### config.mk
export PLATFORM = sky130hd
export DESIGN_NAME = mem_arbiter
export DESIGN_NICKNAME = d
export VERILOG_FILES = /design/src/rtl/mem_arbiter.sv
export SDC_FILE = /design/constraint.sdc
export NUM_CORES = 1
export LEC_CHECK = 0
export ABC_CLOCK_PERIOD_IN_PS = 2000
export CAP_MARGIN = 10
export CORE_ASPECT_RATIO = 1.1
export CORE_MARGIN = 1.5
export CORE_UTILIZATION = 63
export CTS_CLUSTER_DIAMETER = 150
export DETAILED_ROUTE_END_ITERATION = 8
export DONT_BUFFER_PORTS = 1
export PLACE_DENSITY = 0.79
export SETUP_SLACK_MARGIN = 0.1
export SYNTH_ARGS = -nofsm -noshare
export SYNTH_HDL_FRONTEND = slang
export SYNTH_SLANG_ARGS = --single-unit
### constraint.sdc
create_clock -name clk -period 2 [get_ports clk]
set_clock_uncertainty 0.15 [all_clocks]
set_input_delay 0.1 -clock clk [delete_from_list [all_inputs] [get_ports clk]]
set_output_delay 0.1 -clock clk [all_outputs]
set_load 0.05 [all_outputs]
### src/rtl/mem_arbiter.sv
// rtl/mem_arbiter.sv - shared main-memory arbiter and 8-word block-fill sequencer
// D-side requests win over I-side; each grant runs one 8-word read fill or one single-word write.
module mem_arbiter #(
  parameter int WORDS_PER_BLK = 8
) (
  input  logic        clk,
  input  logic        rst,
  input  logic        i_req,
  input  logic [15:0] i_addr,
  input  logic        d_req,
  input  logic        d_we,
  input  logic [15:0] d_addr,
  input  logic [15:0] d_wdata,
  output logic [15:0] fill_data,
  output logic [2:0]  fill_word,
  output logic        i_fill_we,
  output logic        d_fill_we,
  output logic        i_done,
  output logic        d_done,
  output logic [15:0] mem_addr,
  output logic        mem_enable,
  output logic        mem_wr,
  output logic [15:0] mem_data_out,
  input  logic [15:0] mem_data_in,
  input  logic        mem_data_valid
);

  localparam logic [3:0] NWORDS    = 4'(WORDS_PER_BLK);
  localparam logic [3:0] LAST_WORD = 4'(WORDS_PER_BLK - 1);

  typedef enum logic [1:0] {IDLE, I_FILL, D_FILL, D_WRITE} state_t;

  state_t      state_q, state_d;
  logic [3:0]  issue_cnt, recv_cnt;
  logic [11:0] blk;
  logic [15:0] wr_addr, wr_data;

  // Word offset inside a block is irrelevant on the I side.
  logic unused_addr_bits;
  assign unused_addr_bits = ^i_addr[3:0];

  always_ff @(posedge clk or posedge rst) begin
    if (rst) begin
      state_q   <= IDLE;
      issue_cnt <= 4'd0;
      recv_cnt  <= 4'd0;
      blk       <= 12'd0;
      wr_addr   <= 16'd0;
      wr_data   <= 16'd0;
    end else begin
      state_q <= state_d;
      case (state_q)
        IDLE: begin
          issue_cnt <= 4'd0;
          recv_cnt  <= 4'd0;
          if (d_req && d_we) begin
            wr_addr <= d_addr;
            wr_data <= d_wdata;
          end else if (d_req) begin
            blk <= d_addr[15:4];
          end else if (i_req) begin
            blk <= i_addr[15:4];
          end
        end
        I_FILL, D_FILL: begin
          if (issue_cnt < NWORDS) issue_cnt <= issue_cnt + 4'd1;
          if (mem_data_valid)     recv_cnt  <= recv_cnt + 4'd1;
        end
        default: ;
      endcase
    end
  end

  always_comb begin
    state_d      = state_q;
    mem_addr     = 16'd0;
    mem_enable   = 1'b0;
    mem_wr       = 1'b0;
    mem_data_out = 16'd0;
    fill_data    = 16'd0;
    fill_word    = 3'd0;
    i_fill_we    = 1'b0;
    d_fill_we    = 1'b0;
    i_done       = 1'b0;
    d_done       = 1'b0;
    case (state_q)
      IDLE: begin
        if (d_req && d_we) state_d = D_WRITE;
        else if (d_req)    state_d = D_FILL;
        else if (i_req)    state_d = I_FILL;
      end
      I_FILL, D_FILL: begin
        // Issue and return overlap: reads go out back to back while earlier words come home.
        if (issue_cnt < NWORDS) begin
          mem_enable = 1'b1;
          mem_addr   = {blk, issue_cnt[2:0], 1'b0};
        end
        if (mem_data_valid) begin
          fill_data = mem_data_in;
          fill_word = recv_cnt[2:0];
          i_fill_we = (state_q == I_FILL);
          d_fill_we = (state_q == D_FILL);
          if (recv_cnt == LAST_WORD) begin
            i_done  = (state_q == I_FILL);
            d_done  = (state_q == D_FILL);
            state_d = IDLE;
          end
        end
      end
      D_WRITE: begin
        mem_enable   = 1'b1;
        mem_wr       = 1'b1;
        mem_addr     = wr_addr;
        mem_data_out = wr_data;
        d_done       = 1'b1;
        state_d      = IDLE;
      end
      default: state_d = IDLE;
    endcase
  end

endmodule

==> results.yml, run 1 <==
logic_synthesis:
  synth_area_leaders: "dfrtp_1 46%, mux2_2 14%, mux2_4 9.2%, and3_1 4.5%, and2_1 4.0%"
  syn-mean-instance-area_um2: 11.9
  synth_seq_cells: 54
  synth_ff_type: "dfrtp_1"
  syn_area_um2: 2950
  netlist.area_leader.share: 0.459
  synth_warnings: 0
  yosysTopAreaCell: "dfrtp_1"
  postSynthCellCount: 247
  synth_edf_count: 0
  syn-num-nets: 324
  ys_seq_area_frac: 0.459
  synthArstFlopShare: 1.00
  synth.distinct_cells: 32
floorplanning:
  io-pin-count: 127
  die_y_um: 74.7
  start_util: 0.673
  std_cell_rows: 25
  fp.dieW_um: 68.2
clocking:
  cts_buffer_depth: 2
  cts_root_buf: "clkbuf_8"
  cts_setup_buffers: 13
  hold_buffers: 47
  cts_buffers: 5
  cts_sinks: 54
  cts_resized: 65
  cts-htree-levels: 2
status:
  haltStage: "clock tree synthesis"
  error_line: "[ERROR DPL-0038] Utilization greater than 100%, impossible to legalize"
  status: "did not finish"
place:
  port_buffers: 0
  placed_cells: 346
  dp_hpwl_um: 6840
  gp_congestion: 0.744
==> cell usage after synthesis (2+ instances only) <==
cell type  count
and3_1        21
and2_1        19
a22o_1         2
xnor2_1        2
xor2_1         2
buf_4          2
mux2_4        18
buf_6          2
dfrtp_1       54
mux2_1         2
nand2_1        2
mux2_2        36
nand2b_1       2
clkbuf_1      10
nand3_1        2
buf_2          5
a22oi_1       15
nor2_1        26
nor2b_1        2
ha_1           7
mux2i_1        3
inv_1          3
==> cells by family after synthesis <==
logic type      count (synthesis)  synth area share
compound gates                 21            0.0586
xor+xnor                        4            0.0119
fa+ha+maj                       7            0.0297
buf+inv                        23            0.0446
flops                          54             0.459
mux                            59             0.247
simple gates                   79             0.149
==> metrics by stage <==
stage / setup slack [ns] / instance area [um^2]
2_1_floorplan: 0.0893 / 3070
3_3_place_gp: 0.0883 / 4210
3_5_place_dp: -0.110 / 4210
==> run 2: changes to the inputs <==
CORE_ASPECT_RATIO = default   (was 1.1)
CORE_UTILIZATION = 40   (was 63)
CTS_CLUSTER_DIAMETER = default   (was 150)
PLACE_DENSITY = default   (was 0.79)
PLACE_DENSITY_LB_ADDON = 0.15   (was default)
SETUP_SLACK_MARGIN = default   (was 0.1)
==> run 2 against run 1 <==
  * The flow now finishes, with violations (setup timing)
  * Synthesized cell count did not move
  * Synthesized area did not move
==> results.yml, run 2 <==
setup_path:
  cp_common_cell: "buf_12"
  critPathMaxStageDelay_ns: 0.38
  start_kind: "flop"
  crit_buf_inv: 3
  arrival_ns: 1.76
  cp_slowest_cell: "dfrtp_1"
  cp-end-kind: "output port"
  worstPathCellList: "inv_2 > ha_4 > nor2b_4 > buf_12 > a22oi_2 > nor2_2 > buf_12"
  cp_max_fo: 9
  worstSetupPathType: "flop to output port"
  cp.required_ns: 1.75
  cpLargestDelayFamily: "buffers and inverters"
final_layout:
  fin_area_um2: 4970
  layout_commonest_cell: "dlygate4sd3_1"
  final_cell_mix: "56 x dlygate4sd3_1, 54 x dfrtp_1, 49 x buf_12"
  layout-drive-gt1-share: 0.500
  nets: 434
  fillCellCount: 507
  syn2layout_area_growth_pct: 68.6
  top_regs: "wr_addr (16), wr_data (16), blk (12)"
  antenna_cells: 0
power_and_ir_drop:
  ir_drop_mv: 0.794
  powerDensity_nw_per_um2: 1590
  power_mw: 7.90
  p_leak_nw: 2.16
logic_synthesis:
  synth_edf_count: 0
  synth_ff_type: "dfrtp_1"
  synth.distinct_cells: 32
  synth_warnings: 0
  syn-num-nets: 324
  synth_area_leaders: "dfrtp_1 46%, mux2_2 14%, mux2_4 9.2%, and3_1 4.5%, and2_1 4.0%"
  postSynthCellCount: 247
  netlist.area_leader.share: 0.459
  synth_seq_cells: 54
  synthArstFlopShare: 1.00
  synth_common_cells: "54 x dfrtp_1, 36 x mux2_2, 26 x nor2_1, 21 x and3_1, 19 x and2_1"
  yosysTopAreaCell: "dfrtp_1"
  ys_seq_area_frac: 0.459
  synth.most_common_cell: "dfrtp_1"
  syn_area_um2: 2950
  syn-mean-instance-area_um2: 11.9
floorplanning:
  fp.dieW_um: 88.8
  core-area_um2: 7180
  io-pin-count: 127
  die_area_um2: 7890
  die_y_um: 88.8
  start_util: 0.410
  std_cell_rows: 31
global_routing:
  grt_pass1_vias: 2405
  grt_usage: 0.196
  grt_pass1_wl_um: 11600
  grt_overflow_total: 0
  grt_start_max_net_pins: 55
  antenna_found_initial: 0
sta:
  setup_viol: 1
  fin_crit_ns: 2.01
  fmax_mhz: 497
  hold_viol_final: 0
  min_period_over_period: 1.01
  tightest_slew_ns: 0.694
  report.final.slew_viol_count: 0
  layout_setup_ws_ns: -0.0121
  rsz0062_at_grt: "yes"
  slew_headroom: 0.538
  hold_slack_ns: 0.0185
clocking:
  cts_buffer_depth: 2
  tritoncts: "done"
  cts_root_buf: "clkbuf_8"
  insertion_delay_ns: 0.30
  cts_buffers: 5
  cts-htree-levels: 2
  cts_sinks: 54
  path_clk_slew_ns: 0.10
detailed_routing:
  ant_nets: 0
  first_pass_iters: 4
  viasPerCell: 5.04
  drt-initial-drc-count: 67
  vias: 2304
  drt_wl_total_um: 7710
  wl_per_cell_um: 16.9
  drc: 0
job:
  max_cap_violations: 0
status:
  violations: "setup timing"
  status: "finished, violations left"
place:
  dp_hpwl_um: 4870
  port_buffers: 0
  post_dp_cell_area_um2: 4120
  gp_congestion: 0.728
worst_hold_path:
  min_path_type: "input port to flop"
[run 2: cell counts after synthesis]
No cell type changed its count.
[run 2: layout make-up]
cell class / count / area, um^2 / area share
Inverter: 3 / 11.3 / 0.00227
Multi-Input combinational cell: 170 / 1700 / 0.342
Timing Repair Buffer: 123 / 1690 / 0.341
Clock buffer: 6 / 72.6 / 0.0146
Sequential cell: 54 / 1350 / 0.272
Tap cell: 99 / 124 / 0.0249
Clock inverter: 2 / 17.5 / 0.00353
[run 2: per-stage QoR]
step                setup WS, ns  instances   util  setup TNS [ns]
floorplan                 -0.106        247      -          -0.675
global placement           0.143        386  0.574               0
detailed placement         0.121        386  0.574               0
CTS                      -0.0597        456  0.686          -0.479
global route             -0.0895        457  0.692          -0.841
finish                   -0.0121        457  0.692         -0.0121
[run 2: power by group]
part           switching (mW)  total, mW  internal [mW]
sequential              0.339       1.95           1.62
clock                   0.367      0.622          0.255
combinational            2.74       5.32           2.58
[run 2: routing by layer]
layer,GRT usage,up-vias,wire length (um),share of wire
li1,-,1082,-,-
met1,0.213,1125,2980,0.39
met2,0.375,93,4140,0.54
met3,0.0513,4,547,0.071
met4,0.0455,0,40,0.0052
met5,0,-,0,0
[run 2: kinds of logic (layout without fill, tap and decap cells)]
| group | after synthesis | count (layout) | share of synthesized area |
|---|---|---|---|
| compound gates | 21 | 21 | 0.0586 |
| simple gates | 79 | 79 | 0.149 |
| flops | 54 | 54 | 0.459 |
| buf+inv | 23 | 134 | 0.0446 |
| fa+ha+maj | 7 | 7 | 0.0297 |
| mux | 59 | 59 | 0.247 |
| xor+xnor | 4 | 4 | 0.0119 |
[run 2: worst paths after layout]
check	startpoint	end	slack (ns)	depth (start not counted)
min in group asynchronous	rst	wr_data[8]	0.29	3
max in group asynchronous	rst	wr_addr[9]	0.96	3
hold / removal	mem_data_valid	recv_cnt[3]	0.02	3
setup reg to reg	state_q[0]	issue_cnt[1]	0.32	7
hold reg to reg	recv_cnt[3]	recv_cnt[3]	0.34	1
setup / recovery	state_q[0]	mem_addr[3]	-0.01	7
[run 2: worst reg2reg max path, delay by kind of cell (launching register included)]
kind	cells	cell delay, ns
and+or+nand+nor	2	0.25
buffers and inverters	3	0.36
DFF	1	0.38
muxes	1	0.18
adders and majority gates	1	0.27
[run 2: repair_timing]
| action | 4_1_cts | 5_1_grt |
|---|---|---|
| setup buffers | 5 | 2 |
| hold buffers | 56 | 0 |
| cloned | 1 | 0 |
| gates resized for setup | 18 | 12 |
| hold endpoints to repair | 103 | 0 |
| pin swaps | 6 | 9 |
| setup endpoints to repair | 38 | 17 |
Note: power is estimated with default switching activity, not from simulation.
==> run 3: changes to the inputs <==
PLACE_DENSITY_LB_ADDON = 0.12   (was 0.15)
TNS_END_PERCENT = 5   (was default)
==> run 3 against run 2 <==
  * Via count rose by 2.0%
  * Hold slack improved by 0.0052 ns
  * Final cell count grew 2.6%
  * Clock power rose by 17%
  * Die area unchanged
  * The run still ends with setup timing left
==> results.yml, run 3 (synthesis gave the netlist of run 2 again) <==
global_routing:
  grt_start_max_net_pins: 32
  grt_overflow_total: 0
  grt_pass1_vias: 2514
  grt_usage: 0.203
  antenna_found_initial: 0
  grt_pass1_wl_um: 12100
detailed_routing:
  vias: 2351
  viasPerCell: 5.01
  drt_wl_total_um: 7710
  ant_nets: 0
  drt-initial-drc-count: 67
  first_pass_iters: 4
  wl_per_cell_um: 16.4
  drc: 0
clocking:
  tritoncts: "done"
  path_clk_slew_ns: 0.10
  cts_buffer_depth: 2
  insertion_delay_ns: 0.30
  cts-htree-levels: 2
  cts_sinks: 54
  cts_root_buf: "clkbuf_8"
  cts_buffers: 5
final_layout:
  top_regs: "wr_addr (16), wr_data (16), blk (12)"
  fin_area_um2: 5040
  final_cell_mix: "61 x dlygate4sd3_1, 55 x buf_12, 54 x dfrtp_1"
  layout-drive-gt1-share: 0.446
  nets: 446
  fin_cells: 469
  layout_commonest_cell: "dlygate4sd3_1"
  syn2layout_area_growth_pct: 71.0
  antenna_cells: 0
worst_hold_path:
  min_path_type: "input port to flop"
  hp-start: "mem_data_valid"
floorplanning:
  core-area_um2: 7180
  die_area_um2: 7890
  start_util: 0.410
  fp.dieW_um: 88.8
  std_cell_rows: 31
  io-pin-count: 127
  die_y_um: 88.8
setup_path:
  arrival_ns: 1.78
  setup.worst_path.start: "state_q[1]"
  cp_max_fo: 6
  setup.worst_path.end: "mem_addr[9]"
  cp-end-kind: "output port"
  timing.rr.start: "state_q[1]"
  start_kind: "flop"
  worstSetupPathType: "flop to output port"
  ff2ff_path_depth: 6
  r2r_slack_ns: 0.36
  cp.required_ns: 1.75
  r2r-end: "recv_cnt[1]"
sta:
  rsz0062_at_grt: "yes"
  layout_setup_ws_ns: -0.0307
  setup_viol: 13
  fmax_mhz: 492
  hold_viol_final: 0
  report.final.slew_viol_count: 0
  tightest_slew_ns: 0.503
  slew_headroom: 0.664
  hold_slack_ns: 0.0237
  fin_crit_ns: 2.03
  min_period_over_period: 1.02
place:
  gp_congestion: 0.724
  placed_cells: 393
  port_buffers: 0
  dp_hpwl_um: 5110
  post_dp_cell_area_um2: 4180
power_and_ir_drop:
  combinationalPowerShare: 0.659
  p_leak_nw: 2.24
  powerDensity_nw_per_um2: 1540
  ir_drop_mv: 0.741
  p_int_mw: 4.53
  p_switching_mw: 3.21
  p_clk_frac: 0.094
  seqPwrFrac: 0.247
  p_sw_frac: 0.415
status:
  status: "finished, violations left"
  violations: "setup timing"
job:
  max_cap_violations: 0
run 3: metal layers:
layer | global-route usage | wire length (um) | vias up | share of wire
met5 | 0 | 0 | - | 0
met4 | 0.0781 | 97 | 0 | 0.013
met3 | 0.0597 | 608 | 9 | 0.079
met2 | 0.362 | 3880 | 98 | 0.50
met1 | 0.229 | 3130 | 1143 | 0.41
li1 | - | - | 1101 | -
run 3: worst min-delay path by stage:
| stage | to | cells after the start | slack [ns] |
|---|---|---|---|
| after global placement | blk[8] | 1 | -0.10 |
| after floorplan | wr_addr[14] | 1 | 0.08 |
| after CTS | blk[10] | 3 | 0.006 |
| after detailed placement | blk[11] | 1 | -0.10 |
| after global routing | recv_cnt[3] | 3 | 0.03 |
| final | recv_cnt[3] | 3 | 0.02 |
run 3: power groups by stage:
stage | clock network (mW) | registers [mW] | logic, mW
floorplan | 0 | 1.83 | 2.89
global placement | 0 | 1.88 | 4.65
detailed placement | 0 | 1.92 | 4.71
CTS | 0.755 | 1.90 | 5.06
global route | 0.805 | 1.97 | 5.38
finish | 0.728 | 1.91 | 5.10
run 3: stage by stage:
step            util  power, mW  setup TNS (ns)  worst slack [ns]
2_1_floorplan      -       4.72           -1.96            -0.132
3_3_place_gp   0.583       6.53               0            0.0749
3_5_place_dp   0.583       6.63               0           0.00762
4_1_cts        0.694       7.71          -0.339           -0.0344
5_1_grt        0.702       8.16           -1.64            -0.125
6_report       0.702       7.74          -0.148           -0.0307
run 3: timing repair:
action	in CTS	in global routing
setup endpoints to repair	24	34
gates resized for setup	13	6
endpoints found under the hold margin	102	1
hold buffers	60	1
pin swaps	4	6
gates cloned	1	0
setup buffers	4	2
run 3: layout make-up:
class                      count  area [um^2]
fill                         510         2140
multi-input combinational    170         1560
sequential                    54         1350
tap                           99          124
timing repair buffer         135         1880
clock inverter                 3         43.8
inverter                       3         11.3
clock buffer                   5         68.8
run 3: critical path: stages, from the launching register on:
cell and delay (ns):
dfrtp_1 0.39, inv_2 0.06, ha_4 0.29, nor2b_4 0.20, buf_6 0.15, a22oi_1 0.08
nor2_2 0.15, buf_12 0.16
